--- src/rtl/uart_pkg.sv ---
// Shared definitions for the buffered UART transmitter.
// Contents: parity mode encodings, transmit FSM state encoding and a parity-enable helper.
package uart_pkg;

  // Parity mode encodings as presented on ParityMode; 2'b11 also means no parity
  localparam logic [1:0] PAR_NONE = 2'b00;
  localparam logic [1:0] PAR_EVEN = 2'b01;
  localparam logic [1:0] PAR_ODD  = 2'b10;

  typedef enum logic [2:0] {
    ST_IDLE,
    ST_START,
    ST_DATA,
    ST_PARITY,
    ST_STOP
  } tx_state_e;

  // True when the mode inserts a parity bit
  function automatic logic parity_en(input logic [1:0] mode);
    return (mode == PAR_EVEN) || (mode == PAR_ODD);
  endfunction

endpackage

--- src/rtl/uart_tx_fifo_if.sv ---
// Producer-facing bus of the buffered UART transmitter.
// master: producer side (drives config, Data, Valid; observes Ready, Level, Busy, Tx).
// slave : transmitter side (the uart_tx_fifo block).
interface uart_tx_fifo_if #(
  parameter int unsigned DATA_W  = 8,
  parameter int unsigned DIV_W   = 16,
  parameter int unsigned FIFO_AW = 4
);

  logic [DIV_W-1:0]  Divisor;
  logic [1:0]        ParityMode;
  logic              TwoStop;
  logic [DATA_W-1:0] Data;
  logic              Valid;
  logic              Ready;
  logic [FIFO_AW:0]  Level;
  logic              Busy;
  logic              Tx;

  modport master (
    output Divisor, ParityMode, TwoStop, Data, Valid,
    input  Ready, Level, Busy, Tx
  );

  modport slave (
    input  Divisor, ParityMode, TwoStop, Data, Valid,
    output Ready, Level, Busy, Tx
  );

endinterface

--- src/rtl/uart_sync_fifo.sv ---
// Single-clock FIFO with first-word-fall-through read.
// Ports: clk, rst_n (synchronous, active-low), push/wr_data, pop/rd_data,
//        full, empty, count (registered occupancy, 0..2**AW).
// Pushes while full and pops while empty are ignored.
module uart_sync_fifo #(
  parameter int unsigned WIDTH = 8,
  parameter int unsigned AW    = 4
) (
  input  logic             clk,
  input  logic             rst_n,
  input  logic             push,
  input  logic [WIDTH-1:0] wr_data,
  input  logic             pop,
  output logic [WIDTH-1:0] rd_data,
  output logic             full,
  output logic             empty,
  output logic [AW:0]      count
);

  localparam int unsigned DEPTH = 2 ** AW;
  localparam int unsigned CW    = AW + 1;

  logic [WIDTH-1:0] mem [DEPTH];
  logic [AW-1:0]    wr_ptr;
  logic [AW-1:0]    rd_ptr;
  logic [AW:0]      count_q;
  logic             do_push;
  logic             do_pop;

  // Flags decode straight from the registered occupancy
  assign full    = (count_q == CW'(DEPTH));
  assign empty   = (count_q == '0);
  assign count   = count_q;
  assign do_push = push && !full;
  assign do_pop  = pop && !empty;
  assign rd_data = mem[rd_ptr];

  // Storage array; contents need no reset
  always_ff @(posedge clk) begin
    if (do_push) begin
      mem[wr_ptr] <= wr_data;
    end
  end

  // Pointers wrap naturally at the power-of-two depth
  always_ff @(posedge clk) begin
    if (!rst_n) begin
      wr_ptr  <= '0;
      rd_ptr  <= '0;
      count_q <= '0;
    end else begin
      if (do_push) wr_ptr <= wr_ptr + AW'(1);
      if (do_pop)  rd_ptr <= rd_ptr + AW'(1);
      case ({do_push, do_pop})
        2'b10:   count_q <= count_q + CW'(1);
        2'b01:   count_q <= count_q - CW'(1);
        default: count_q <= count_q;
      endcase
    end
  end

endmodule

--- src/rtl/uart_tx_fifo.sv ---
// Buffered UART transmitter: bytes queue in a FIFO and leave on Tx as back-to-back frames.
// Ports: Clk, nReset (synchronous, active-low), bus (uart_tx_fifo_if.slave):
//   Divisor/ParityMode/TwoStop are captured at each frame start, Data/Valid/Ready
//   form the write handshake, Level is FIFO occupancy, Busy flags an active or
//   chained frame, Tx is the registered serial line (idle high).
module uart_tx_fifo
  import uart_pkg::*;
#(
  parameter int unsigned DATA_W  = 8,
  parameter int unsigned DIV_W   = 16,
  parameter int unsigned FIFO_AW = 4
) (
  input  logic            Clk,
  input  logic            nReset,
  uart_tx_fifo_if.slave   bus
);

  localparam int unsigned CNT_W = 4;

  tx_state_e         state_q, state_d;
  logic [DIV_W-1:0]  div_cnt_q, div_cnt_d;
  logic [CNT_W-1:0]  bit_cnt_q, bit_cnt_d;
  logic [DATA_W-1:0] shift_q, shift_d;
  logic [DIV_W-1:0]  div_sh_q, div_sh_d;
  logic [1:0]        par_sh_q, par_sh_d;
  logic              two_sh_q, two_sh_d;
  logic              par_bit_q, par_bit_d;
  logic              tx_q, tx_d;
  logic              busy_q, busy_d;

  logic              pop;
  logic              load;
  logic [DATA_W-1:0] head;
  logic              full;
  logic              empty;
  logic [FIFO_AW:0]  count;

  uart_sync_fifo #(
    .WIDTH (DATA_W),
    .AW    (FIFO_AW)
  ) u_fifo (
    .clk     (Clk),
    .rst_n   (nReset),
    .push    (bus.Valid),
    .wr_data (bus.Data),
    .pop     (pop),
    .rd_data (head),
    .full    (full),
    .empty   (empty),
    .count   (count)
  );

  assign bus.Ready = ~full;
  assign bus.Level = count;
  assign bus.Busy  = busy_q;
  assign bus.Tx    = tx_q;

  // Next-state, bit timing and frame sequencing
  always_comb begin
    state_d   = state_q;
    div_cnt_d = div_cnt_q;
    bit_cnt_d = bit_cnt_q;
    shift_d   = shift_q;
    div_sh_d  = div_sh_q;
    par_sh_d  = par_sh_q;
    two_sh_d  = two_sh_q;
    par_bit_d = par_bit_q;
    tx_d      = tx_q;
    busy_d    = busy_q;
    pop       = 1'b0;
    load      = 1'b0;

    if (state_q == ST_IDLE) begin
      load = !empty;
    end else if (div_cnt_q != '0) begin
      div_cnt_d = div_cnt_q - DIV_W'(1);
    end else begin
      // Bit boundary: reload the divider and advance the frame
      div_cnt_d = div_sh_q;
      case (state_q)
        ST_START: begin
          tx_d      = shift_q[0];
          shift_d   = shift_q >> 1;
          bit_cnt_d = '0;
          state_d   = ST_DATA;
        end
        ST_DATA: begin
          if (bit_cnt_q == CNT_W'(DATA_W - 1)) begin
            if (parity_en(par_sh_q)) begin
              tx_d    = par_bit_q;
              state_d = ST_PARITY;
            end else begin
              tx_d      = 1'b1;
              bit_cnt_d = '0;
              state_d   = ST_STOP;
            end
          end else begin
            tx_d      = shift_q[0];
            shift_d   = shift_q >> 1;
            bit_cnt_d = bit_cnt_q + CNT_W'(1);
          end
        end
        ST_PARITY: begin
          tx_d      = 1'b1;
          bit_cnt_d = '0;
          state_d   = ST_STOP;
        end
        ST_STOP: begin
          if (two_sh_q && (bit_cnt_q == '0)) begin
            bit_cnt_d = CNT_W'(1);
          end else if (!empty) begin
            // Chain straight into the next start bit
            load = 1'b1;
          end else begin
            tx_d    = 1'b1;
            busy_d  = 1'b0;
            state_d = ST_IDLE;
          end
        end
        default: begin
          tx_d    = 1'b1;
          busy_d  = 1'b0;
          state_d = ST_IDLE;
        end
      endcase
    end

    // Frame start: pop the head word and snapshot the run-time configuration
    if (load) begin
      pop       = 1'b1;
      shift_d   = head;
      div_sh_d  = bus.Divisor;
      div_cnt_d = bus.Divisor;
      par_sh_d  = bus.ParityMode;
      two_sh_d  = bus.TwoStop;
      par_bit_d = (bus.ParityMode == PAR_ODD) ? ~^head : ^head;
      bit_cnt_d = '0;
      tx_d      = 1'b0;
      busy_d    = 1'b1;
      state_d   = ST_START;
    end
  end

  // State and datapath registers
  always_ff @(posedge Clk) begin
    if (!nReset) begin
      state_q   <= ST_IDLE;
      div_cnt_q <= '0;
      bit_cnt_q <= '0;
      shift_q   <= '0;
      div_sh_q  <= '0;
      par_sh_q  <= PAR_NONE;
      two_sh_q  <= 1'b0;
      par_bit_q <= 1'b0;
      tx_q      <= 1'b1;
      busy_q    <= 1'b0;
    end else begin
      state_q   <= state_d;
      div_cnt_q <= div_cnt_d;
      bit_cnt_q <= bit_cnt_d;
      shift_q   <= shift_d;
      div_sh_q  <= div_sh_d;
      par_sh_q  <= par_sh_d;
      two_sh_q  <= two_sh_d;
      par_bit_q <= par_bit_d;
      tx_q      <= tx_d;
      busy_q    <= busy_d;
    end
  end

endmodule

--- src/flat_wrapper.sv ---
// flat-port wrapper written by rule: the top's interface ports become plain ports
module uart_tx_fifo_flat import uart_pkg::*;
#(
  parameter int unsigned DATA_W  = 8,
  parameter int unsigned DIV_W   = 16,
  parameter int unsigned FIFO_AW = 4
)
  (Clk, nReset, bus_Divisor, bus_ParityMode, bus_TwoStop, bus_Data, bus_Valid, bus_Ready, bus_Level, bus_Busy, bus_Tx);
  uart_tx_fifo_if #(.DATA_W(DATA_W), .DIV_W(DIV_W), .FIFO_AW(FIFO_AW)) bus_i ();
  input  logic Clk;
  input  logic nReset;
  input wire logic [$bits(bus_i.Divisor)-1:0] bus_Divisor;
  input wire logic [$bits(bus_i.ParityMode)-1:0] bus_ParityMode;
  input wire logic [$bits(bus_i.TwoStop)-1:0] bus_TwoStop;
  input wire logic [$bits(bus_i.Data)-1:0] bus_Data;
  input wire logic [$bits(bus_i.Valid)-1:0] bus_Valid;
  output wire logic [$bits(bus_i.Ready)-1:0] bus_Ready;
  output wire logic [$bits(bus_i.Level)-1:0] bus_Level;
  output wire logic [$bits(bus_i.Busy)-1:0] bus_Busy;
  output wire logic [$bits(bus_i.Tx)-1:0] bus_Tx;
  assign bus_i.Divisor = bus_Divisor;
  assign bus_i.ParityMode = bus_ParityMode;
  assign bus_i.TwoStop = bus_TwoStop;
  assign bus_i.Data = bus_Data;
  assign bus_i.Valid = bus_Valid;
  assign bus_Ready = bus_i.Ready;
  assign bus_Level = bus_i.Level;
  assign bus_Busy = bus_i.Busy;
  assign bus_Tx = bus_i.Tx;
  uart_tx_fifo #(.DATA_W(DATA_W), .DIV_W(DIV_W), .FIFO_AW(FIFO_AW)) u_core (.Clk(Clk), .nReset(nReset), .bus(bus_i));
endmodule
--- config.mk ---
export PLATFORM = sky130hd
export DESIGN_NAME = uart_tx_fifo_flat
export DESIGN_NICKNAME = d
export VERILOG_FILES = /design/src/rtl/uart_pkg.sv /design/src/rtl/uart_tx_fifo_if.sv /design/src/rtl/uart_sync_fifo.sv /design/src/rtl/uart_tx_fifo.sv /design/src/flat_wrapper.sv
export SDC_FILE = /design/constraint.sdc
export NUM_CORES = 1
export LEC_CHECK = 0
export CAP_MARGIN = 25
export CORE_MARGIN = 10
export CORE_UTILIZATION = 55
export DETAILED_ROUTE_END_ITERATION = 12
export GPL_ROUTABILITY_DRIVEN = 1
export PLACE_DENSITY = 0.76
export SYNTH_ARGS = -nofsm -noshare
export SYNTH_HDL_FRONTEND = slang
export SYNTH_HIERARCHICAL = 1
export SYNTH_SLANG_ARGS = --single-unit
--- constraint.sdc ---
create_clock -name Clk -period 3.7 [get_ports Clk]
set_input_delay 0.925 -clock Clk [delete_from_list [all_inputs] [get_ports Clk]]
set_output_delay 0.925 -clock Clk [all_outputs]
set_load 0.01 [all_outputs]
Word-level counts from Yosys, hierarchy flattened --
Memory sizes are Yosys's and may differ from the RTL's. A register that Yosys moved wholly into a read port is not among the register bits. Index checks and enable logic that the tools add are counted.
Word-level totals: register bits 66, bits in writable memories 128, bits of input ports 30, output and inout bits 8, logic and storage cells 118, memories 1
Cells by class: $add $sub $neg 6, eq/ne operators 23, muxes and demuxes 46, bitwise logic cells 4, reductions and logical operators 24
Memories:
- u_core.u_fifo.mem | words 16, width 8, rd ports 1, clocked after Yosys merged registers in 1, write ports 1, line uart_sync_fifo.sv:23 | logic [WIDTH-1:0] mem [DEPTH];
Operators with widths (number):
- 16-bit two-way mux | 3
- 8-bit two-way mux | 4
- 1-bit two-way mux | 24
- 4-bit two-way mux | 5
- 5-bit AND reduction | 4
- 8-bit one-hot mux with 2 select lines | 1
- 16-bit nonzero test | 1
- 16-bit by 1-bit subtractor with 16-bit output, second input constant | 1
- 4-bit by 1-bit adder with 4-bit output, second input constant | 3
- 3-bit two-way mux | 4
- 2-bit by 1-bit != test with 1-bit output, second input constant | 6
- 3-bit one-hot mux with 4 select lines | 1
- 4-bit one-hot mux with 3 select lines | 1
- 5-bit one-hot mux with 2 select lines | 1
- 4-bit AND reduction | 2
- 8-bit XNOR reduction | 1
- 8-bit parity | 1
- 2-bit == test, second input constant | 3
- 3-bit by 2-bit == test with 1-bit output, second input constant | 2
- 3-bit by 1-bit != test with 1-bit output, second input constant | 2
- 3-bit by 2-bit != test with 1-bit output, second input constant | 2
- 3-bit nonzero test | 2
- 5-bit by 1-bit adder with 5-bit output, second input constant | 1
- 5-bit == test, second input constant | 1
- other kinds (19) | 27

Longest topological paths before layout --
Gate-level depths: netlist (run 1).
depth in word-level cells 10, depth in mapped cells 20, gate-level depth less buffers 15

Modules after synthesis --
The synthesis (run 1) kept the hierarchy.
By module, submodules not included:
- uart_sync_fifo | times used 1, cells each 331, area an instance 5931.9 µm², seq. area each 4184.0 µm²
- uart_tx_fifo | times used 1, cells each 380, area an instance 3105.5 µm², seq. area each 1061.0 µm²

Worst setup path before layout (run 1) --
OpenSTA, ideal clock, no wires.
path type reg-to-reg, from register u_core.u_fifo.count_q[1] (netlist: u_core/u_fifo/count[1]), to register u_core.u_fifo.count_q[4] (netlist: u_core/u_fifo/count[4]), setup time 131 ps, arrival time 3396 ps, required time 3569 ps, slack 173 ps, stages on the path, launching flop included 21, path buffers 5, clock period less this slack 3527 ps, cell sequence dfxtp_1 -> buf_6 -> or4_4 -> buf_6 -> nor2_1 -> buf_2 -> or4b_4 -> nor2_4 -> a21oi_2 -> inv_2 -> buf_2 -> o21ai_4 -> inv_1 -> ha_1 -> clkbuf_1 -> xor2_1 -> ha_1 -> nand2_1 -> o21ai_0 -> or3_1 -> nand4_1
On the way: cells in the longest elaborated chain, start to end 10, elaborated cells between the ends (all ways) 18, classes of those cells add/sub (2); eq/ne (3); mux (7); reduce/logical (6)
Ends and longest elaborated chain:
- start, declared | line uart_sync_fifo.sv:26 | logic [AW:0] count_q;
- start signal, assigned | line uart_sync_fifo.sv:55 | 2'b10: count_q <= count_q + CW'(1);
- start signal, assigned | line uart_sync_fifo.sv:56 | 2'b01: count_q <= count_q - CW'(1);
- start signal, assigned | line uart_sync_fifo.sv:57 | default: count_q <= count_q;
- 5-bit logical NOT (*) | line uart_sync_fifo.sv:32 | assign empty = (count_q == '0);
- net u_core.empty | line uart_tx_fifo.sv:35 | logic empty;
- 1-bit two-way mux | line uart_tx_fifo.sv:111 | end else if (!empty) begin
- 1-bit two-way mux | line uart_tx_fifo.sv:109 | if (two_sh_q && (bit_cnt_q == '0)) begin
- 1-bit two-way mux | line uart_tx_fifo.sv:80 | case (state_q)
- 1-bit two-way mux | line uart_tx_fifo.sv:75 | end else if (div_cnt_q != '0) begin
- 1-bit two-way mux | line uart_tx_fifo.sv:73 | if (state_q == ST_IDLE) begin
- 1-bit two-way mux | line uart_tx_fifo.sv:129 | if (load) begin
- 1-bit logical AND (*) | line uart_sync_fifo.sv:35 | assign do_pop = pop && !empty;
- net u_core.u_fifo.do_pop | line uart_sync_fifo.sv:28 | logic do_pop;
- 2-bit by 1-bit == test with 1-bit output / 2-bit == test (equally long branches) | line uart_sync_fifo.sv:54 | case ({do_push, do_pop})
- 5-bit one-hot mux with 2 select lines / 2-bit nonzero test (equally long branches)
Mark *: on every way through the listed nets, which the timed path passes. The rest lies on a longest branch. A chain may end at the register's enable or synchronous reset.

Worst setup path in the final report (run 1) --
from register u_core.u_fifo.count_q[0] (netlist: u_core/u_fifo/count[0]), to register u_core.u_fifo.count_q[4] (netlist: u_core/u_fifo/count[4])
The elaborated chain is that of the path after synthesis.

==> impl_metrics.tcl, run 1 <==
set metrics [dict create \
    syn_avg_cell_area_um2 12.7 \
    synth-xor-area-share_pct 2.13 \
    skew_ns 0.0112 \
    drive_above_1_share_pct 15.3 \
    antenna_found_initial 0 \
    yosys.area.top_type "edfxtp_1" \
    path_class "reg -> reg" \
    async_flop_share_pct 0 \
    grt_max_degree 63 \
    fin_setup_tns_ns 0 \
    period_share_pct 92.1 \
    p_per_area_nw_per_um2 717 \
    reg2regPathDepth 14 \
    cp_slowest_stage_delay_ns 0.62 \
    routed_wl_um 20000 \
    p_leak_nw 3.42 \
    hold_path_end "u_core/div_sh_q[15]$_SDFFE_PN0P_" \
    status "completed" \
    drt-initial-drc-count 472 \
    drt-pass1-iter-count 5 \
    r2r_slack_ns 0.29 \
    post-route-min-period_ns 3.41 \
    slowest_stage "or4_4" \
    cts.clk_slew.worst_paths_ns 0.07 \
    ys.flop_type "edfxtp_1" \
    postCtsSetupBuffers 0 \
    numCtsBuffers 17 \
    die_area_um2 22000 \
    layout_common_cells "edfxtp_1, dfxtp_1, nand2_1" \
    die_w_um 148 \
    tightestPinTransition_ns 0.808 \
    synthDistinctLibCells 82 \
    hold_slack_ns 0.457 \
    grt_pass1_vias 6117 \
    crit_family "simple AND/OR/NAND/NOR gates" \
    ir_worst_vdd_uv 398 \
    max_slew_margin_pct 46.0 \
    holdCritPathClass "reg -> reg" \
    path_buf_inv 2 \
    synth_area_um2 9040 \
    crit_chain "or4_4 -> nor2_1 -> or4b_4 -> nor2_4 -> a21oi_2 -> inv_2 -> o21ai_4 -> inv_1 -> ha_1 -> xor2_1 -> ha_1 -> o31ai_1 -> o21a_1 -> nand4_1" \
    cts_tree "built" \
    clk_latency_ns 0.43 \
    worstPathRequired_ns 4.01 \
    yosys_register_bits 198 \
    syn_inst 711 \
    grt_pass1_wl_um 32400 \
    synth_edf_count 128 \
    maxSlewViolCount 0 \
    synth_compound_area_share_pct 12.7 \
    cts_resized 0 \
    ys_warn_count 6 \
    start_kind "flop" \
    setup-violations-final 0 \
    start_util_pct 56.5 \
    hold_viol_final 0 \
    diodes 0 \
    place.port_buffers 37 \
    synthAdderAreaFrac_pct 1.52 \
    hold_depth 2 \
    die_height_um 148 \
    synth_fp_nets 752 \
    ys_seq_area_share_pct 58.0 \
    rsz0062_at_grt "no" \
    rows 46 \
    min_from "u_core/div_sh_q[15]$_SDFFE_PN0P_" \
    end_kind "flop" \
    drc 0 \
    regToRegEndpoint "u_core/u_fifo/count[4]$_SDFFE_PN0P_" \
    fmax_mhz 294 \
    cts_hold_buf 0 \
    crit_path_frequent_cell "ha_1" \
    synth_top_area_share_pct 42.5 \
    synth-simple-area-share_pct 12.6 \
    drv_cap 0 \
    layout_commonest_cell "edfxtp_1" \
    fin_nets 780 \
    clock-root-buffer "clkbuf_16" \
    muxShareOfSynthArea_pct 9.11 \
    cts_max_level 4 \
    r2r-start "u_core/u_fifo/count[0]$_SDFFE_PN0P_" \
    gp_congestion 0.885 \
    viasPerCell 6.18 \
    synth_area_leaders "edfxtp_1, dfxtp_1, mux4_2, nand2_1, a21oi_1" \
    ant_nets 0 \
    synth_top_family_by_area "compound AO/OA/AOI/OAI gates" \
    cts.path.max_buffers 2 \
    wl_per_cell_um 20.7 \
    num_vias 5982 \
    critPathMaxFanout 12 \
    overflow 0 \
    arrival_ns 3.71 \
    core_area_um2 16000 \
    io-pin-count 38 \
    dpl.hpwl_um 13000 \
    fin_util_pct 63.4 \
    grtUsageTotal_pct 18.7 \
    area_growth_pct 12.3 \
    clock-sinks 198 \
]
==> flip-flops by register name, summed over array words and instances (netlist names), 2 cells and up, named ones only <==
| name | flops |
|---|---|
| u_core/state_q | 3 |
| u_core/u_fifo/rd_ptr | 4 |
| u_core/bit_cnt_q | 4 |
| u_core/shift_q | 8 |
| u_core/u_fifo/count | 5 |
| u_core/u_fifo/mem | 128 |
| u_core/div_sh_q | 16 |
| u_core/u_fifo/wr_ptr | 4 |
| u_core/par_sh_q | 2 |
| u_core/div_cnt_q | 16 |
==> how the worst max path moves through the flow <==
stage	cells past startpoint	slack, ns	start	endpoint
3_3_place_gp	10	0.47	bus_Valid	u_core/u_fifo/count[4]$_SDFFE_PN0P_
4_1_cts	14	0.36	u_core/u_fifo/count[0]$_SDFFE_PN0P_	u_core/u_fifo/count[4]$_SDFFE_PN0P_
5_1_grt	14	0.19	u_core/u_fifo/count[0]$_SDFFE_PN0P_	u_core/u_fifo/count[4]$_SDFFE_PN0P_
6_report	14	0.29	u_core/u_fifo/count[0]$_SDFFE_PN0P_	u_core/u_fifo/count[4]$_SDFFE_PN0P_
3_5_place_dp	9	0.36	bus_Valid	u_core/u_fifo/count[4]$_SDFFE_PN0P_
2_1_floorplan	20	0.17	u_core/u_fifo/count[1]$_SDFFE_PN0P_	u_core/u_fifo/count[4]$_SDFFE_PN0P_
==> power by group <==
part / internal, mW / switching [mW]
sequential: 2.62 / 0.226
clock: 0.962 / 0.855
combinational: 1.07 / 1.55
total: 4.65 / 2.63
==> kinds of logic (layout without fill, tap and decap cells) <==
group	after synthesis	in the layout
AOI/OAI and AO/OA	164	164
DFF	198	198
adders and majority gates	11	11
xor gates and xnor gates	22	22
buffers and inverters	67	108
and+or+nand+nor	207	207
muxes	42	42
==> cells in the mapped netlist, types with 4 or more instances <==
cell type,number
nand3_1,14
nand2b_1,6
o31ai_1,6
ha_1,11
buf_2,15
a221o_1,5
edfxtp_1,128
inv_1,14
nand2_1,63
nand4b_1,5
a22oi_1,16
clkbuf_1,20
nor2_1,37
o21ai_0,29
xnor2_1,17
a211oi_1,14
a31oi_1,6
xor2_1,5
a21boi_1,4
a21oi_1,36
a21boi_0,6
and3_1,6
dfxtp_1,70
buf_1,4
and2_1,10
mux4_2,32
nor2b_1,10
buf_6,7
mux2i_1,8
o21a_1,8
nand4_1,5
a21oi_2,4
nor3_1,17
or3_1,4
==> layout make-up <==
cell class / instances / area [µm²]
fillers: 1221 / 5850
flip-flops and latches: 198 / 5250
multi-input cells: 446 / 3440
repair buffers: 60 / 551
clock buffers: 19 / 433
well taps: 216 / 270
clock inverters: 13 / 148
inverters: 16 / 60.1
==> worst reg2reg max path: stages, from the launching register on <==
cell,delay [ns]
dfxtp_1,0.37
or4_4,0.62
nor2_1,0.21
or4b_4,0.19
nor2_4,0.04
a21oi_2,0.15
inv_2,0.07
o21ai_4,0.09
inv_1,0.09
ha_1,0.33
xor2_1,0.20
ha_1,0.24
o31ai_1,0.39
o21a_1,0.21
nand4_1,0.09
==> routing by layer <==
metal  global-route usage [%]  up-vias  routed length, µm
met3                     4.85       32               1370
met5                        0        -                  0
met4                     6.84        0                434
met2                     31.1      222               9920
li1                         -     2763                  -
met1                     22.9     2965               8310
==> through the flow <==
step | power, mW | instances | worst slack (ns) | instance area [µm²]
5_1_grt | 7.67 | 968 | 0.195 | 10100
4_1_cts | 7.26 | 968 | 0.356 | 10100
3_3_place_gp | 5.35 | 936 | 0.473 | 9570
3_5_place_dp | 5.44 | 936 | 0.357 | 9570
6_report | 7.28 | 968 | 0.293 | 10100
2_1_floorplan | 4.80 | 711 | 0.173 | 9040
No activity file was read; power rests on OpenSTA's default activity.
==> run 2: changes to the inputs <==
Settings changed: CORE_UTILIZATION 55 to 54, PLACE_DENSITY 0.76 to 0.72, SYNTH_HIERARCHICAL 1 to not set.
==> run 2 against run 1 <==
  * Combinational power rose by 13%
  * Final cell count fell by 3.5%
  * Non-clock buffer count rose by 5
  * Core utilization rose by 0.43 points
  * Synthesized cell count fell by 5.6%
  * Clock skew fell by 0.0024 ns
  * Die area fell by 3.4%
  * Count of clock-buffer cells in the layout fell by 1
  * Setup slack got worse by 0.086 ns
  * Critical path depth fell by 1
  * Highest routed layer unchanged
  * Critical endpoint is now u_core.u_fifo.count[4]$_SDFFE_PN0P_
  * Global-route usage fell by 2.5 points
  * Via count fell by 9.3%
==> impl_metrics.tcl, run 2 <==
set metrics [dict create \
    met3_usage_pct 3.48 \
    syn_avg_cell_area_um2 12.7 \
    cts_max_level 4 \
    diodes 0 \
    rsz0062_at_grt "no" \
    end_kind "flop" \
    synth_top_area_share_pct 45.1 \
    reg_top3 "u_core.u_fifo.mem x128, u_core.div_cnt_q x16, u_core.div_sh_q x16" \
    gr-max-usage-layer "met2" \
    path_class "reg -> reg" \
    maxSlewViolCount 0 \
    drv_cap 0 \
    setup-violations-final 0 \
    cts.path.max_buffers 2 \
    holdCritPathClass "reg -> reg" \
    io-pin-count 38 \
    syn_inst 671 \
    cts_tree "built" \
    synth_fp_nets 712 \
    max_slew_margin_pct 41.4 \
    core_area_um2 15300 \
    overflow 0 \
    regToRegEndpoint "u_core.u_fifo.count[4]$_SDFFE_PN0P_" \
    antenna_found_initial 0 \
    synthDistinctLibCells 59 \
    async_flop_share_pct 0 \
    final_area_um2 9780 \
    clk_latency_ns 0.42 \
    rows 45 \
    drt-initial-drc-count 544 \
    fin_nets 754 \
    gp_congestion 0.887 \
    gr-usage-met2_pct 27.4 \
    synthTopCellsByCount "edfxtp_1, nand2_1, dfxtp_1, nor2_1, a21oi_1" \
    start_util_pct 55.7 \
    ys_warn_count 0 \
    grt_pass1_vias 5392 \
    start_kind "flop" \
    postCtsSetupBuffers 0 \
    min_from "u_core.div_sh_q[11]$_SDFFE_PN0P_" \
    die_area_um2 21200 \
    routed_wl_um 16900 \
    p_leak_nw 3.30 \
    critPathMaxFanout 12 \
    drt-pass1-iter-count 5 \
    viasPerCell 5.81 \
    grtUsageTotal_pct 16.2 \
    fmax_mhz 286 \
    worstPathRequired_ns 4.02 \
    wl_per_cell_um 18.1 \
    yosys.area.top_type "edfxtp_1" \
    tightestPinTransition_ns 0.877 \
    clock-sinks 198 \
    ir_worst_vdd_uv 471 \
    status "completed" \
    arrival_ns 3.81 \
    synth_edf_count 128 \
    p_total_mw 7.56 \
    ant_nets 0 \
    drive_above_1_share_pct 14.5 \
    critPathLaunch "u_core.div_cnt_q[6]$_SDFFE_PN0P_" \
    post-route-min-period_ns 3.49 \
    largest_reg_flops 128 \
    num_vias 5428 \
    hold_depth 2 \
    synth_area_leaders "edfxtp_1, dfxtp_1, mux4_2, nand2_1, nor2_1" \
    die_w_um 146 \
    crit_end "u_core.u_fifo.count[4]$_SDFFE_PN0P_" \
    groute.layer.met1.usage_pct 20.1 \
    yosys.cell_count.top_type "edfxtp_1" \
    dpl_cell_area_um2 9210 \
    drc 0 \
    die_height_um 146 \
    reg2regPathDepth 13 \
    layout_commonest_cell "edfxtp_1" \
    clock-root-buffer "clkbuf_16" \
    ys.flop_type "edfxtp_1" \
    synth_area_um2 8530 \
    period_share_pct 94.4 \
    numCtsBuffers 17 \
    grt_pass1_wl_um 27900 \
    r2r_slack_ns 0.21 \
    fin_setup_tns_ns 0 \
    place.port_buffers 37 \
    grt_max_degree 43 \
    yosys_register_bits 198 \
    hold_viol_final 0 \
    p_per_area_nw_per_um2 773 \
    dpl.hpwl_um 11400 \
    layout_common_cells "edfxtp_1, nand2_1, dfxtp_1" \
    ys_seq_area_share_pct 61.5 \
    largest-register "u_core.u_fifo.mem" \
    area_growth_pct 14.7 \
    skew_ns 0.00878 \
    r2r-start "u_core.div_cnt_q[6]$_SDFFE_PN0P_" \
    cts.clk_slew.worst_paths_ns 0.07 \
    cts_hold_buf 0 \
]
[run 2: changes by cell type after synthesis, moves of 7 or more]
cell,previous run,this run
a31oi_1,6,13
and2_1,10,1
o21a_1,8,0
xor2_1,5,12
nor2_1,37,61
a211oi_1,14,5
clkbuf_1,20,33
o211ai_1,2,12
nand2_1,63,83
a22oi_1,16,4
buf_2,15,5
[run 2: worst max-delay path, cell delays in order, from the launching register on]
cell and delay [ns]:
dfxtp_1 0.36, or4_4 0.58, or4_4 0.48, o31ai_4 0.22, nand2_2 0.09, inv_2 0.10, ha_4 0.20, ha_1 0.24
nor3_1 0.08, a211oi_1 0.26, o21ai_0 0.13, a311o_1 0.35, xnor2_1 0.13, and2_1 0.15
[run 2: what timing repair did]
item / in CTS / in global routing
endpoints found under the hold margin: 0 / 0
resized for setup: 0 / 1
setup endpoints to repair: 0 / 1
[run 2: layout make-up]
type / instances / area [µm²]
Fill cell: 1166 / 5540
Sequential cell: 198 / 5250
Multi-Input combinational cell: 418 / 3060
Timing Repair Buffer: 65 / 606
Clock buffer: 18 / 429
Tap cell: 211 / 264
Clock inverter: 11 / 128
Inverter: 13 / 48.8
[run 2: through the flow]
step	hold WS [ns]	setup slack [ns]	instances	utilization, %
global placement	0.442	0.278	905	60.1
detailed placement	0.450	0.156	905	60.1
global route	0.480	0.0773	934	63.8
finish	0.463	0.207	934	63.8
floorplan	0.436	0.000805	671	-
CTS	0.460	0.162	934	63.8
[run 2: metal layers]
metal  part of all wire, %  wire length, µm
met5                     0                0
met4                   1.3              212
met3                   3.8              652
met2                    51             8610
met1                    44             7460
[run 2: kinds of logic (layout without fill, tap and decap cells)]
logic type	count (synthesis)	in the layout	share of synthesized area, %
compound gates	123	123	9.26
mux	42	42	10.2
buf+inv	55	107	2.80
xor+xnor	28	28	3.04
flops	198	198	61.5
fa+ha+maj	11	11	1.61
simple gates	214	214	11.5
[run 2: worst min path at each step]
stage | slack [ns] | to
finish | 0.46 | u_core.div_sh_q[11]$_SDFFE_PN0P_
global route | 0.48 | u_core.div_sh_q[11]$_SDFFE_PN0P_
CTS | 0.46 | u_core.div_sh_q[11]$_SDFFE_PN0P_
detailed placement | 0.45 | u_core.div_sh_q[11]$_SDFFE_PN0P_
global placement | 0.44 | u_core.div_sh_q[6]$_SDFFE_PN0P_
floorplan | 0.44 | u_core.div_sh_q[12]$_SDFFE_PN0P_
[run 2: power by group]
part           internal (mW)  total [mW]  switching (mW)
Clock                  0.989        1.76           0.774
Sequential              2.63        2.84           0.217
Combinational           1.26        2.95            1.69
Total                   4.87        7.56            2.68
==> run 3: changes to the inputs <==
Settings changed: GPL_TIMING_DRIVEN set to 0, RECOVER_POWER set to 50, SLEW_MARGIN set to 20.
==> run 3 against run 2 <==
  * Fmax down 3.6%
  * Critical endpoint unchanged
  * Largest power group unchanged
  * Hold slack worse by 0.0029 ns
  * Critical path depth increased by 1
  * Combinational power increased by 12%
  * Non-clock buffer count increased by 19
  * Core utilization grew 0.61 points
  * Largest cell class unchanged
==> impl_metrics.tcl, run 3 (synthesis results as in run 2) <==
set metrics [dict create \
    post-route-min-period_ns 3.62 \
    final_cells 956 \
    drv_cap 0 \
    numCtsBuffers 17 \
    place.port_buffers 37 \
    antenna_found_initial 0 \
    routed_wl_um 19400 \
    crit_chain "or4_4 -> or4_4 -> o31ai_4 -> nand2_2 -> inv_4 -> buf_12 -> ha_4 -> clkbuf_8 -> xor2_1 -> ha_2 -> o311a_1 -> a311o_1 -> xnor2_1 -> and2_1" \
    end_kind "flop" \
    area_growth_pct 15.8 \
    rows 45 \
    grt_pass1_wl_um 31000 \
    drt-pass1-iter-count 5 \
    cts_max_level 4 \
    critPathMaxFanout 10 \
    pwr-share-seq_pct 35.3 \
    clock-root-buffer "clkbuf_16" \
    cp_slowest_stage_delay_ns 0.58 \
    p_clk_share_pct 23.7 \
    gp_congestion 0.859 \
    clk_latency_ns 0.43 \
    p_sw_share_pct 37.4 \
    viasPerCell 5.86 \
    fin_util_pct 64.5 \
    r2r-start "u_core.div_cnt_q[9]$_SDFFE_PN0P_" \
    layout_commonest_cell "edfxtp_1" \
    p_leak_nw 3.32 \
    ant_nets 0 \
    grtUsageTotal_pct 18.3 \
    io-pin-count 38 \
    p_per_area_nw_per_um2 813 \
    max_slew_margin_pct 39.5 \
    status "completed" \
    grt_pass1_vias 5751 \
    largest-register "u_core.u_fifo.mem" \
    maxSlewViolCount 0 \
    dpl.hpwl_um 13200 \
    cts.clk_slew.worst_paths_ns 0.07 \
    ir_worst_vdd_uv 596 \
    fin_nets 773 \
    period_share_pct 97.9 \
    grt_max_degree 20 \
    die_height_um 146 \
    p_switching_mw 3.00 \
    arrival_ns 3.95 \
    clock-sinks 198 \
    p_total_mw 8.03 \
    hold_viol_final 0 \
    die_w_um 146 \
    cts.path.max_buffers 2 \
    reg_top3 "u_core.u_fifo.mem x128, u_core.div_cnt_q x16, u_core.div_sh_q x16" \
    skew_ns 0.00987 \
    cts_tree "built" \
    min_from "u_core.div_sh_q[6]$_SDFFE_PN0P_" \
    cts_hold_buf 0 \
    combPwrFrac_pct 41.0 \
    core_area_um2 15300 \
    largest_reg_flops 128 \
    drt-initial-drc-count 416 \
    path_class "reg -> reg" \
    start_util_pct 55.7 \
    dp.cells 919 \
    drc 0 \
    start_kind "flop" \
    setup-violations-final 0 \
    crit_path_frequent_cell "or4_4" \
    die_area_um2 21200 \
    wl_per_cell_um 20.2 \
    rsz0062_at_grt "no" \
    cellInternalPower_mw 5.03 \
    slowest_stage "or4_4" \
    worstPathRequired_ns 4.03 \
    critPathLaunch "u_core.div_cnt_q[9]$_SDFFE_PN0P_" \
    fmax_mhz 276 \
    layout_common_cells "edfxtp_1, nand2_1, dfxtp_1" \
    holdCritPathClass "reg -> reg" \
    overflow 0 \
    drive_above_1_share_pct 14.0 \
    tightestPinTransition_ns 0.903 \
    num_vias 5606 \
    diodes 0 \
]
==> run 3: final timing paths <==
check                                              to  slack (ns)  cells after the start
hold / removal        u_core.div_sh_q[6]$_SDFFE_PN0P_        0.46                      2
hold reg to reg       u_core.div_sh_q[6]$_SDFFE_PN0P_        0.46                      2
setup / recovery  u_core.u_fifo.count[4]$_SDFFE_PN0P_        0.08                     14
setup reg to reg  u_core.u_fifo.count[4]$_SDFFE_PN0P_        0.08                     14
==> run 3: layout make-up <==
| class | instances | area [µm²] |
|---|---|---|
| plain buffers | 40 | 190 |
| fillers | 1184 | 5440 |
| clock buffers | 17 | 425 |
| multi-input cells | 418 | 3090 |
| well taps | 211 | 264 |
| inverters | 13 | 51.3 |
| repair buffers | 44 | 423 |
| clock inverters | 15 | 184 |
| flip-flops and latches | 198 | 5250 |
==> run 3: metal layers <==
| metal | vias up | track usage (%) | share of wire [%] |
|---|---|---|---|
| met4 | 0 | 5.36 | 1.3 |
| met1 | 2744 | 22.3 | 43 |
| li1 | 2637 | - | - |
| met5 | - | 0 | 0 |
| met2 | 201 | 31.9 | 51 |
| met3 | 24 | 3.85 | 4.8 |
==> run 3: repair_timing <==
item	CTS	global route
buffers inserted	5	2
pin swaps	2	3
resized for setup	6	4
setup endpoints to repair	2	1
==> run 3: power by group through the flow <==
stage	Sequential, mW	Combinational [mW]	Clock [mW]
after floorplan	2.83	2.34	0
after global placement	2.86	3.05	0
after detailed placement	2.87	3.16	0
after CTS	2.83	3.27	1.92
after global routing	2.86	3.60	2.01
final	2.83	3.29	1.90
==> run 3: worst max-delay path, delay by kind of cell, from the launching register on <==
kind                     cells  cell delay (ns)
XOR/XNOR                     2             0.20
flip-flops                   1             0.34
buffers and inverters        3             0.36
AND/OR/NAND/NOR              4             1.32
AO/OA/AOI/OAI                3             0.97
adder cells (fa/ha/maj)      2             0.34
==> run 3: per-stage QoR <==
stage	hold slack (ns)	cell area (µm²)	TNS [ns]	worst slack, ns
floorplan	0.436	8540	0	0.000805
global placement	0.442	9170	-7.40	-0.415
detailed placement	0.450	9190	-0.868	-0.512
CTS	0.460	9850	0	0.0575
global route	0.476	9870	0	0.00397
finish	0.460	9870	0	0.0785
